<file path="config.mk">
export PLATFORM = sky130hd
export DESIGN_NAME = ghost_sprite_renderer
export DESIGN_NICKNAME = d
export VERILOG_FILES = /design/src/rtl/ghost_pkg.sv /design/src/rtl/ghost_sprite_rom.sv /design/src/rtl/ghost_sprite_renderer.sv
export SDC_FILE = /design/constraint.sdc
export NUM_CORES = 1
export LEC_CHECK = 0
export BUFFER_PORTS_ARGS = -buffer_cell sky130_fd_sc_hd__buf_2
export CORE_AREA = 2 2 130 69
export CTS_BUF_LIST = sky130_fd_sc_hd__clkbuf_8
export CTS_CLUSTER_DIAMETER = 100
export DETAILED_ROUTE_END_ITERATION = 8
export DIE_AREA = 0 0 132 71
export PLACE_DENSITY = 0.58
export SYNTH_ARGS = -nofsm -noshare
export SYNTH_HDL_FRONTEND = slang
export SYNTH_HIERARCHICAL = 1
export SYNTH_SLANG_ARGS = --single-unit
</file>
<file path="constraint.sdc">
create_clock -name clkdiv -period 3 [get_ports clkdiv]
set_input_delay 0.3 -clock clkdiv [delete_from_list [all_inputs] [get_ports clkdiv]]
set_output_delay 0.3 -clock clkdiv [all_outputs]
set_load 0.05 [all_outputs]
</file>
<file path="src/rtl/ghost_pkg.sv">
// Shared definitions for the ghost sprite renderer: direction and pixel codes,
// screen geometry and the procedural description of the ghost image.
package ghost_pkg;

  typedef enum logic [1:0] {
    DIR_UP    = 2'd0,
    DIR_DOWN  = 2'd1,
    DIR_LEFT  = 2'd2,
    DIR_RIGHT = 2'd3
  } dir_t;

  typedef enum logic [1:0] {
    PX_CLEAR = 2'd0,
    PX_BODY  = 2'd1,
    PX_EYE   = 2'd2,
    PX_PUPIL = 2'd3
  } px_code_t;

  localparam int SCREEN_W = 640;
  localparam int SCREEN_H = 480;
  localparam int RGB_W    = 12;

  // Pixel code of the 16x16 ghost at (x, y) for animation phase ph and
  // facing dir. Dome on rows 0-3, solid body on rows 4-13, a skirt on rows
  // 14-15 whose bumps shift by two pixels between phases, and two 4x4 eye
  // whites that lean towards the facing direction with a 2x2 pupil inside.
  function automatic logic [1:0] sprite_code(input int ph, input int dir,
                                             input int y, input int x);
    int shx, shy, pox, poy, ex, ey;
    logic [1:0] code;
    code = PX_CLEAR;
    if (y < 4) begin
      if (x >= 4 - y && x <= 11 + y) code = PX_BODY;
    end else if (y < 14) begin
      code = PX_BODY;
    end else if (y == 14) begin
      if (((x / 2) % 2) == ph) code = PX_BODY;
    end else begin
      if ((x % 4) == 2 * ph) code = PX_BODY;
    end
    case (dir)
      0:       begin shx = 0;  shy = -1; pox = 1; poy = 0; end
      1:       begin shx = 0;  shy = 1;  pox = 1; poy = 2; end
      2:       begin shx = -1; shy = 0;  pox = 0; poy = 1; end
      default: begin shx = 1;  shy = 0;  pox = 2; poy = 1; end
    endcase
    for (int e = 0; e < 2; e++) begin
      ex = ((e == 0) ? 2 : 9) + shx;
      ey = 4 + shy;
      if (x >= ex && x < ex + 4 && y >= ey && y < ey + 4) begin
        if (x >= ex + pox && x < ex + pox + 2 && y >= ey + poy && y < ey + poy + 2)
          code = PX_PUPIL;
        else
          code = PX_EYE;
      end
    end
    return code;
  endfunction

endpackage

</file>
<file path="src/rtl/ghost_sprite_rom.sv">
// Synchronous-read sprite ROM: {phase, dir, y, x} -> 2-bit pixel code.
// Contents are built from ghost_pkg::sprite_code so the image lives in source.
module ghost_sprite_rom
  import ghost_pkg::*;
#(
  parameter int SPR_W = 16,
  parameter int SPR_H = 16,
  parameter int AW    = 11
) (
  input  logic          clkdiv,
  input  logic [AW-1:0] addr,
  output logic [1:0]    code
);

  localparam int DEPTH = 2 * 4 * SPR_W * SPR_H;

  logic [1:0] rom [DEPTH];

  for (genvar gi = 0; gi < DEPTH; gi++) begin : g_rom
    assign rom[gi] = sprite_code(gi / (4 * SPR_W * SPR_H),
                                 (gi / (SPR_W * SPR_H)) % 4,
                                 (gi / SPR_W) % SPR_H,
                                 gi % SPR_W);
  end

  // Registered read, block-RAM style.
  always_ff @(posedge clkdiv) begin
    code <= rom[addr];
  end

endmodule

</file>
<file path="src/rtl/ghost_sprite_renderer.sv">
// Ghost sprite renderer: freezes ghost position once per frame, animates a
// two-phase body wobble and produces per-pixel colour with a fixed 3-cycle
// latency from col/row.
module ghost_sprite_renderer
  import ghost_pkg::*;
#(
  parameter int          SPR_W        = 16,
  parameter int          SPR_H        = 16,
  parameter int          ANIM_FRAMES  = 8,
  parameter logic [11:0] BODY_COLOR   = 12'hF00,
  parameter logic [11:0] FRIGHT_COLOR = 12'h00F,
  parameter logic [11:0] EYE_COLOR    = 12'hFFF,
  parameter logic [11:0] PUPIL_COLOR  = 12'h22F,
  parameter logic [9:0]  HOME_X       = 10'd595,
  parameter logic [8:0]  HOME_Y       = 9'd435
) (
  input  logic        clkdiv,
  input  logic        rst,
  input  logic        frame_start,
  input  logic [9:0]  col,
  input  logic [8:0]  row,
  input  logic [9:0]  ghost_x,
  input  logic [8:0]  ghost_y,
  input  logic [1:0]  ghost_dir,
  input  logic        frightened,
  output logic        pix_on,
  output logic [11:0] pix_rgb,
  output logic        anim_phase
);

  localparam int XB = $clog2(SPR_W);
  localparam int YB = $clog2(SPR_H);
  localparam int AW = 3 + XB + YB;
  localparam int CW = ($clog2(ANIM_FRAMES) > 3) ? $clog2(ANIM_FRAMES) : 3;

  logic [9:0]    sx_reg;
  logic [8:0]    sy_reg;
  logic [1:0]    sdir_reg;
  logic          sfr_reg;
  logic [CW-1:0] anim_cnt_reg;
  logic          anim_reg;

  // Shadow registers and animation counter advance only on frame_start.
  always_ff @(posedge clkdiv) begin
    if (!rst) begin
      sx_reg       <= HOME_X;
      sy_reg       <= HOME_Y;
      sdir_reg     <= DIR_LEFT;
      sfr_reg      <= 1'b0;
      anim_cnt_reg <= '0;
      anim_reg     <= 1'b0;
    end else if (frame_start) begin
      sx_reg   <= ghost_x;
      sy_reg   <= ghost_y;
      sdir_reg <= ghost_dir;
      sfr_reg  <= frightened;
      if (anim_cnt_reg == CW'(ANIM_FRAMES - 1)) begin
        anim_cnt_reg <= '0;
        anim_reg     <= ~anim_reg;
      end else begin
        anim_cnt_reg <= anim_cnt_reg + CW'(1);
      end
    end
  end

  assign anim_phase = anim_reg;

  // S1 offsets as 11-bit two's complement; a set sign bit means off-box,
  // so right/bottom overhang clips instead of wrapping.
  logic [10:0] dx, dy;
  logic        in_box;

  // Stage 1: offset from sprite origin and box test.
  always_comb begin
    dx     = {1'b0, col} - {1'b0, sx_reg};
    dy     = {2'b0, row} - {2'b0, sy_reg};
    in_box = !dx[10] && (dx[9:0] < 10'(SPR_W)) &&
             !dy[10] && (dy[9:0] < 10'(SPR_H));
  end

  logic [XB-1:0] s1_dx_reg;
  logic [YB-1:0] s1_dy_reg;
  logic [1:0]    s1_dir_reg;
  logic          s1_fr_reg, s1_anim_reg, s1_in_box_reg, s1_valid_reg;

  // Stage 1 register: offsets plus the frozen per-frame attributes.
  always_ff @(posedge clkdiv) begin
    if (!rst) begin
      s1_valid_reg  <= 1'b0;
      s1_in_box_reg <= 1'b0;
    end else begin
      s1_valid_reg  <= 1'b1;
      s1_in_box_reg <= in_box;
    end
    s1_dx_reg   <= dx[XB-1:0];
    s1_dy_reg   <= dy[YB-1:0];
    s1_dir_reg  <= sdir_reg;
    s1_fr_reg   <= sfr_reg;
    s1_anim_reg <= anim_reg;
  end

  logic [AW-1:0] rom_addr;
  logic [1:0]    rom_code;

  assign rom_addr = {s1_anim_reg, s1_dir_reg, s1_dy_reg, s1_dx_reg};

  ghost_sprite_rom #(
    .SPR_W (SPR_W),
    .SPR_H (SPR_H),
    .AW    (AW)
  ) u_rom (
    .clkdiv (clkdiv),
    .addr   (rom_addr),
    .code   (rom_code)
  );

  logic s2_valid_reg, s2_in_box_reg, s2_fr_reg;

  // Stage 2 register: side-band delayed to line up with the ROM read.
  always_ff @(posedge clkdiv) begin
    if (!rst) begin
      s2_valid_reg  <= 1'b0;
      s2_in_box_reg <= 1'b0;
    end else begin
      s2_valid_reg  <= s1_valid_reg;
      s2_in_box_reg <= s1_in_box_reg;
    end
    s2_fr_reg <= s1_fr_reg;
  end

  logic        pix_on_next;
  logic [11:0] pix_rgb_next;

  // Stage 3: map pixel code to palette; anything off-box is transparent black.
  always_comb begin
    pix_on_next  = 1'b0;
    pix_rgb_next = '0;
    if (s2_valid_reg && s2_in_box_reg) begin
      case (px_code_t'(rom_code))
        PX_BODY: begin
          pix_on_next  = 1'b1;
          pix_rgb_next = s2_fr_reg ? FRIGHT_COLOR : BODY_COLOR;
        end
        PX_EYE: begin
          pix_on_next  = 1'b1;
          pix_rgb_next = EYE_COLOR;
        end
        PX_PUPIL: begin
          pix_on_next  = 1'b1;
          pix_rgb_next = s2_fr_reg ? EYE_COLOR : PUPIL_COLOR;
        end
        default: begin
          pix_on_next  = 1'b0;
          pix_rgb_next = '0;
        end
      endcase
    end
  end

  // Output register; reset clears any pixel in flight.
  always_ff @(posedge clkdiv) begin
    if (!rst) begin
      pix_on  <= 1'b0;
      pix_rgb <= '0;
    end else begin
      pix_on  <= pix_on_next;
      pix_rgb <= pix_rgb_next;
    end
  end

endmodule
</file>
==> out/qor.yml, run 1 <==
setup_path:
  crit_type: "reg2reg"
  r2r_end: "s1_in_box_reg"
  critPathBufInv: 1
  timing.rr.start: "sy_reg[0]"
  critPathArrivalTime_ns: 2.80
  r2r_setup_slack_ns: 0.45
  slowest_stage: "or4_4"
  cp_cell_sequence: "ha_1, inv_1, fa_1, a211oi_2, o21bai_1, a211oi_2, nand4_1, or4_4, nor4b_2"
  cp.required_ns: 3.25
  rr_worst_depth: 9
  crit_path_end_kind: "flop"
  startpoint: "sy_reg[0]"
  critPathTopFamily: "simple AND/OR/NAND/NOR gates"
  cp-start-kind: "flop"
  cp_max_fo: 4
  crit_top_cell: "a211oi_2"
  cpPeakStageDelay_ns: 0.52
synth:
  postSynth.asyncResetShare: 0
  synth_xor_area_frac: 0.03075
  yosys.area_share.simple: 0.1849
  netlist_area_um2: 3133
  synth_seq_cells: 51
  synth_area_leaders: "dfxtp_1 33%, ha_1 12%, mux2i_1 6.7%, inv_1 4.1%, nand2_1 3.5%"
  synth_fa_ha_area_frac: 0.1366
  synthMuxAreaShare: 0.07069
  synth_nets: 432
  synth.avg_cell_area_um2: 8.825
  yosys.area.top_type: "dfxtp_1"
  yosysWarnings: 6
  synth_compound_area_frac: 0.1681
  yosysTopAreaCellShare: 0.3259
  synth_top_family_by_area: "simple AND/OR/NAND/NOR gates"
  synth_top_flop_cell: "dfxtp_1"
  synthDistinctLibCells: 53
  syn_inst: 355
  ys_seq_area_frac: 0.3259
  synth_edf_count: 0
detailed_routing:
  remaining_drc_errors: 0
  drt_iter0_markers: 103
  first_pass_iters: 4
  via_count: 2519
  routed_via_density: 4.882
  routedWlPerCell_um: 14.12
  postRouteAntennaNets: 0
  routed_wl_um: 7288
global_route:
  grt_use_total: 0.1680
  grt_antenna_before_repair: 0
  grt_pass1_wl_um: 12360
  gr-usage-met2: 0.2350
  grt_max_degree: 37
  busiest_layer: "met1"
  grt_overflow_total: 0
  grt_pass1_vias: 2503
  use_met3: 0.03799
  use_met1: 0.2592
sta:
  setup_viol: 0
  worst_slew_pin_slew_ns: 0.8434
  finalCriticalPeriod_ns: 2.547
  grt_setup_unrepaired: "no"
  hold_violations: 0
  fin_skew_ns: 0.01181
  tns_ns: 0
  setup_slack_ns: 0.4525
  finalMaxSlewViolations: 0
  achievable-frequency_mhz: 392.5
  slew_headroom: 0.4377
  hold_slack_ns: 0.1828
  fin_crit_sh: 0.8492
layout:
  final_nets: 475
  drive_gt1_frac: 0.1930
  fill_cells: 835
  n_antenna_cell: 0
  final_common_cell: "buf_2"
  final_area_um2: 3536
  final_cell_mix: "57 x buf_2, 51 x dfxtp_1, 34 x inv_1"
  finalNonFillerCells: 516
  area_growth_pct: 12.86
  largest_register_ff_count: 10
die:
  die_height_um: 71
  dieArea_um2: 9372
  ioPinCount: 58
  coreArea_um2: 8318
  rows: 24
  initial_core_util: 0.3767
  die_x_um: 132
power:
  pwr-share-clk: 0.252
  p_switching_mw: 0.6316
  switching_share: 0.3568
  peakVddDrop_mv: 0.2489
  p_comb_frac: 0.284
  p_leak_nw: 1.633
  power_density_nw_per_um2: 500.6
  seq_power_share: 0.464
  internal-power_mw: 1.138
clock_network:
  clk_latency_ns: 0.32
  cts.sinks: 51
  clk_pin_slew_ns: 0.11
  cts_root_buffer: "clkbuf_8"
  htree_levels: 2
  hold_buffers: 0
  cts_buffers: 5
  ctsResizeCount: 0
  cts_tree: "yes"
  cts_setup_buffers: 0
  cts_buffer_depth: 2
place:
  portBuffers: 57
  dp_cells: 508
  post_dp_cell_area_um2: 3440
  dp_slack_ns: 0.2848
  gp_congestion: 0.9129
  dp_hpwl_um: 5463
worst_hold_path:
  min_path_cells: 3
  hp-class: "in2reg"
  hold_path_startpoint: "ghost_dir[1]"
  whs_endpoint: "sdir_reg[1]"
run_status:
  status: "finished clean"
flow_run:
  drv_cap: 0
## tightest hold or removal path, cell delays in order
cell	delay (ns)
buf_2	0.07
mux2i_1	0.05
nand2_1	0.06
## metal layers
metal	vias to the layer above	wire, um	share of wire
li1	1314	-	-
met1	1133	4171	0.57
met2	68	2589	0.36
met3	4	490	0.067
met4	0	37	0.0051
met5	-	0	0
## final cells by class
type | instances | area (um^2) | area share
multi-input cells | 248 | 1852 | 0.5237
flip-flops and latches | 51 | 1021 | 0.2887
repair buffers | 58 | 292.8 | 0.08280
well taps | 117 | 146.4 | 0.04140
inverters | 34 | 127.6 | 0.03609
clock buffers | 5 | 68.82 | 0.01946
clock inverters | 3 | 27.53 | 0.007785
## how the worst max path moves through the flow
| stage | end | slack, ns | depth (start not counted) |
|---|---|---|---|
| 2_1_floorplan | s1_in_box_reg | 0.57 | 10 |
| 3_3_place_gp | s1_in_box_reg | 0.35 | 11 |
| 3_5_place_dp | s1_in_box_reg | 0.28 | 11 |
| 4_1_cts | s1_in_box_reg | 0.43 | 9 |
| 5_1_grt | s1_in_box_reg | 0.23 | 9 |
| 6_report | s1_in_box_reg | 0.45 | 9 |
## power by group through the flow
stage / clock (mW) / combinational (mW) / sequential [mW]
after floorplan: 0 / 0.429 / 0.779
after global placement: 0 / 0.485 / 0.835
after detailed placement: 0 / 0.490 / 0.836
after CTS: 0.462 / 0.495 / 0.822
after global routing: 0.483 / 0.565 / 0.838
final: 0.446 / 0.503 / 0.822
## kinds of logic (layout without fill, tap and decap cells)
logic type / Yosys count / after routing
simple gates: 106 / 106
mux: 22 / 22
flops: 51 / 51
xor+xnor: 11 / 11
fa+ha+maj: 33 / 33
buf+inv: 56 / 100
compound gates: 76 / 76
## Yosys cell counts (all sizes together) (2+ instances only)
master	count
nand2	29
a211oi	8
nor2	16
nor3b	7
or4	2
a311oi	2
a31oi	8
a21o	2
inv	34
nor3	7
fa	2
o21ai	14
buf	14
a21boi	3
o21bai	2
ha	31
nand2b	7
o21a	2
xnor2	5
a21oi	12
o211ai	11
mux2i	21
nor2b	16
dfxtp	51
xor2	6
clkbuf	8
or2	3
and2	4
and3	2
o2111ai	2
nand3	5
nand3b	4
o31ai	3
## metrics by stage
stage	util	power, mW
finish	0.4251	1.770
global placement	0.4135	1.319
global route	0.4251	1.887
detailed placement	0.4135	1.326
CTS	0.4251	1.779
floorplan	-	1.208
Power figures use the tool's default switching activity.
==> inputs of run 2 (changes only) <==
--- a/config.mk
+++ b/config.mk
@@ -5,13 +5,14 @@
 export SDC_FILE = /design/constraint.sdc
 export NUM_CORES = 1
 export LEC_CHECK = 0
+export ABC_AREA = 1
 export BUFFER_PORTS_ARGS = -buffer_cell sky130_fd_sc_hd__buf_2
-export CORE_AREA = 2 2 130 69
+export CORE_AREA = 2 2 133 70
 export CTS_BUF_LIST = sky130_fd_sc_hd__clkbuf_8
 export CTS_CLUSTER_DIAMETER = 100
 export DETAILED_ROUTE_END_ITERATION = 8
-export DIE_AREA = 0 0 132 71
-export PLACE_DENSITY = 0.58
+export DIE_AREA = 0 0 135 72
+export PLACE_DENSITY = 0.61
 export SYNTH_ARGS = -nofsm -noshare
 export SYNTH_HDL_FRONTEND = slang
 export SYNTH_HIERARCHICAL = 1
==> constraint.sdc (replaced) <==
create_clock -name clkdiv -period 2.1 [get_ports clkdiv]
set_input_delay 0.21 -clock clkdiv [delete_from_list [all_inputs] [get_ports clkdiv]]
set_output_delay 0.21 -clock clkdiv [all_outputs]
set_load 0.05 [all_outputs]
==> out/qor.yml, run 2 <==
run_status:
  status: "finished clean"  # unchanged
sta:
  tns_ns: 0  # unchanged
  fin_skew_ns: 0.01062  # was 0.01181 ns
  fin_crit_sh: 0.8572  # was 0.8492
  finalCriticalPeriod_ns: 1.800  # was 2.547 ns
  grt_setup_unrepaired: "no"  # unchanged
  worst_slew_pin_slew_ns: 0.6718  # was 0.8434 ns
  finalMaxSlewViolations: 0  # unchanged
  slew_headroom: 0.5517  # was 0.4377
  achievable-frequency_mhz: 555.5  # was 392.5 MHz
  hold_slack_ns: 0.09785  # was 0.1828 ns
  setup_viol: 0  # unchanged
  hold_violations: 0  # unchanged
worst_hold_path:
  hp-class: "in2reg"  # unchanged
detailed_routing:
  routed_wl_um: 6963  # was 7288 um
  via_count: 2971  # was 2519
  postRouteAntennaNets: 0  # unchanged
  routed_via_density: 4.522  # was 4.882
  routedWlPerCell_um: 10.60  # was 14.12 um
  first_pass_iters: 4  # unchanged
  remaining_drc_errors: 0  # unchanged
  drt_iter0_markers: 190  # was 103
synth:
  synth.avg_cell_area_um2: 6.695  # was 8.825 um^2
  synth_top_family_by_area: "simple AND/OR/NAND/NOR gates"  # unchanged
  yosysTopAreaCellShare: 0.3112  # was 0.3259
  synth_seq_cells: 51  # unchanged
  yosysWarnings: 6  # unchanged
  postSynth.asyncResetShare: 0  # unchanged
  synth_area_leaders: "dfxtp_1 31%, nand2_1 14%, ha_1 12%, inv_1 9.3%, nand3_1 5.9%"  # was dfxtp_1 33%, ha_1 12%, mux2i_1 6.7%, inv_1 4.1%, nand2_1 3.5%
  yosys-top-cells-count: "119 x nand2_1, 81 x inv_1, 51 x dfxtp_1, 41 x nor2_1, 39 x nand3_1"  # was 51 x dfxtp_1, 34 x inv_1, 31 x ha_1, 29 x nand2_1, 21 x mux2i_1
  synthDistinctLibCells: 29  # was 53
  synth_edf_count: 0  # unchanged
  yosys.area.top_type: "dfxtp_1"  # unchanged
  yosysMostFrequentCell: "nand2_1"  # was dfxtp_1
  synth_compound_area_frac: 0.1167  # was 0.1681
  synth_fa_ha_area_frac: 0.1304  # was 0.1366
  synth_xor_area_frac: 0.01602  # was 0.03075
  synth_top_flop_cell: "dfxtp_1"  # unchanged
  yosys.area_share.simple: 0.2921  # was 0.1849
  synthMuxAreaShare: 0  # was 0.07069
  netlist_area_um2: 3281  # was 3133 um^2
  syn_inst: 490  # was 355
  synth_nets: 567  # was 432
  ys_seq_area_frac: 0.3112  # was 0.3259
global_route:
  grt_overflow_total: 0  # unchanged
  grt_max_degree: 28  # was 37
  grt_pass1_wl_um: 11850  # was 12360 um
  grt_use_total: 0.1530  # was 0.1680
  grt_pass1_vias: 2651  # was 2503
  grt_antenna_before_repair: 0  # unchanged
setup_path:
  cp-start-kind: "flop"  # unchanged
  crit_type: "reg2reg"  # unchanged
  critPathArrivalTime_ns: 2.06  # was 2.80 ns
  crit_path_end_kind: "flop"  # unchanged
  cp.required_ns: 2.36  # was 3.25 ns
  cp_max_fo: 4  # unchanged
die:
  rows: 24  # unchanged
  dieArea_um2: 9720  # was 9372 um^2
  die_x_um: 135  # was 132 um
  initial_core_util: 0.3847  # was 0.3767
  ioPinCount: 58  # unchanged
  die_height_um: 72  # was 71 um
  coreArea_um2: 8528  # was 8318 um^2
power:
  peakVddDrop_mv: 0.3216  # was 0.2489 mV
  p_leak_nw: 2.073  # was 1.633 nW
  p_switching_mw: 0.9693  # was 0.6316 mW
  power_density_nw_per_um2: 706.3  # was 500.6 nW/um^2
  seq_power_share: 0.430  # was 0.464
  pwr-share-clk: 0.238  # was 0.252
  p_comb_frac: 0.332  # was 0.284
  switching_share: 0.3687  # was 0.3568
  internal-power_mw: 1.660  # was 1.138 mW
layout:
  n_antenna_cell: 0  # unchanged
  final_cell_mix: "119 x nand2_1, 81 x inv_1, 57 x buf_2"  # was 57 x buf_2, 51 x dfxtp_1, 34 x inv_1
  fill_cells: 901  # was 835
  final_nets: 616  # was 475
  drive_gt1_frac: 0.1630  # was 0.1930
  largest_register_ff_count: 10  # unchanged
  area_growth_pct: 13.46  # was 12.86%
  final_common_cell: "nand2_1"  # was buf_2
clock_network:
  ctsResizeCount: 0  # unchanged
  hold_buffers: 0  # unchanged
  cts.sinks: 51  # unchanged
  cts_buffer_depth: 2  # unchanged
  cts_tree: "yes"  # unchanged
  clk_pin_slew_ns: 0.10  # was 0.11 ns
  cts_root_buffer: "clkbuf_8"  # unchanged
  htree_levels: 2  # unchanged
  clk_latency_ns: 0.32  # about the same
  cts_setup_buffers: 0  # unchanged
  cts_buffers: 5  # unchanged
place:
  gp_congestion: 0.8236  # was 0.9129
  portBuffers: 57  # unchanged
  dp_hpwl_um: 5482  # was 5463 um
flow_run:
  drv_cap: 0  # unchanged
==> run 2: cell types whose count changed in the layout (fill, tap and decap cells not counted), sizes merged, moves of 7 or more <==
cell and change:
nand2 +99, a31oi -8, a211oi -7, a21oi +25
o21ai +15, nor2b -16, inv +49, nor3b -7
nor2 +28, o211ai -8, nand2b -7, nand3 +37
mux2i -21
==> run 2: worst paths after layout <==
path                   start       endpoint  slack (ns)  cells past startpoint
setup reg to reg   sx_reg[0]  s1_in_box_reg        0.30                     12
hold reg to reg    s1_fr_reg      s2_fr_reg        0.34                      0
hold / removal    ghost_x[9]      sx_reg[9]         0.1                      3
setup / recovery   sx_reg[0]  s1_in_box_reg        0.30                     12
==> run 2: logic make-up after synthesis <==
family	after synthesis
adders and majority gates	33
xor gates and xnor gates	6
and+or+nand+nor	223
AOI/OAI and AO/OA	73
DFF	51
buffers and inverters	104
==> run 2: layout make-up <==
cell class | count | area, um^2 | area share
clock buffers | 6 | 82.58 | 0.02218
clock inverters | 2 | 16.27 | 0.004370
inverters | 85 | 319.1 | 0.08571
multi-input cells | 335 | 1822 | 0.4894
flip-flops and latches | 51 | 1021 | 0.2743
well taps | 117 | 146.4 | 0.03933
repair buffers | 61 | 315.3 | 0.08471
==> run 2: worst max-delay path, stage by stage, from the launching register on <==
cell     delay (ns)
dfxtp_1        0.35
ha_1           0.15
inv_1          0.09
fa_1           0.43
nand3_1        0.12
nand3_2        0.10
nand2_1        0.09
nand2_1        0.05
nand2_1        0.06
nand3_1        0.07
nor2_1         0.10
nand2_1        0.06
nor2_1         0.08
==> run 2: stage by stage <==
step	setup slack (ns)	instance area, um^2	power [mW]	cells	util
after global routing	0.1005	3722	2.872	657	0.4365
after global placement	0.3244	3623	2.021	649	0.4249
after floorplan	0.4761	3281	1.831	490	-
after CTS	0.2856	3722	2.655	657	0.4365
after detailed placement	0.2896	3623	2.026	649	0.4249
final	0.2998	3722	2.629	657	0.4365
==> run 2: power by group through the flow <==
stage	clock (mW)	combinational, mW	sequential, mW
final	0.625	0.872	1.13
after global routing	0.698	1.03	1.15
after CTS	0.648	0.875	1.13
after detailed placement	0	0.870	1.16
after global placement	0	0.868	1.15
after floorplan	0	0.706	1.13
==> run 2: per-layer routing <==
metal,global-route usage,part of all wire,up-vias
met5,0,0,-
met4,0.04398,0.010,0
met3,0.03634,0.033,5
met2,0.2493,0.44,37
met1,0.2047,0.52,1298
li1,-,-,1631
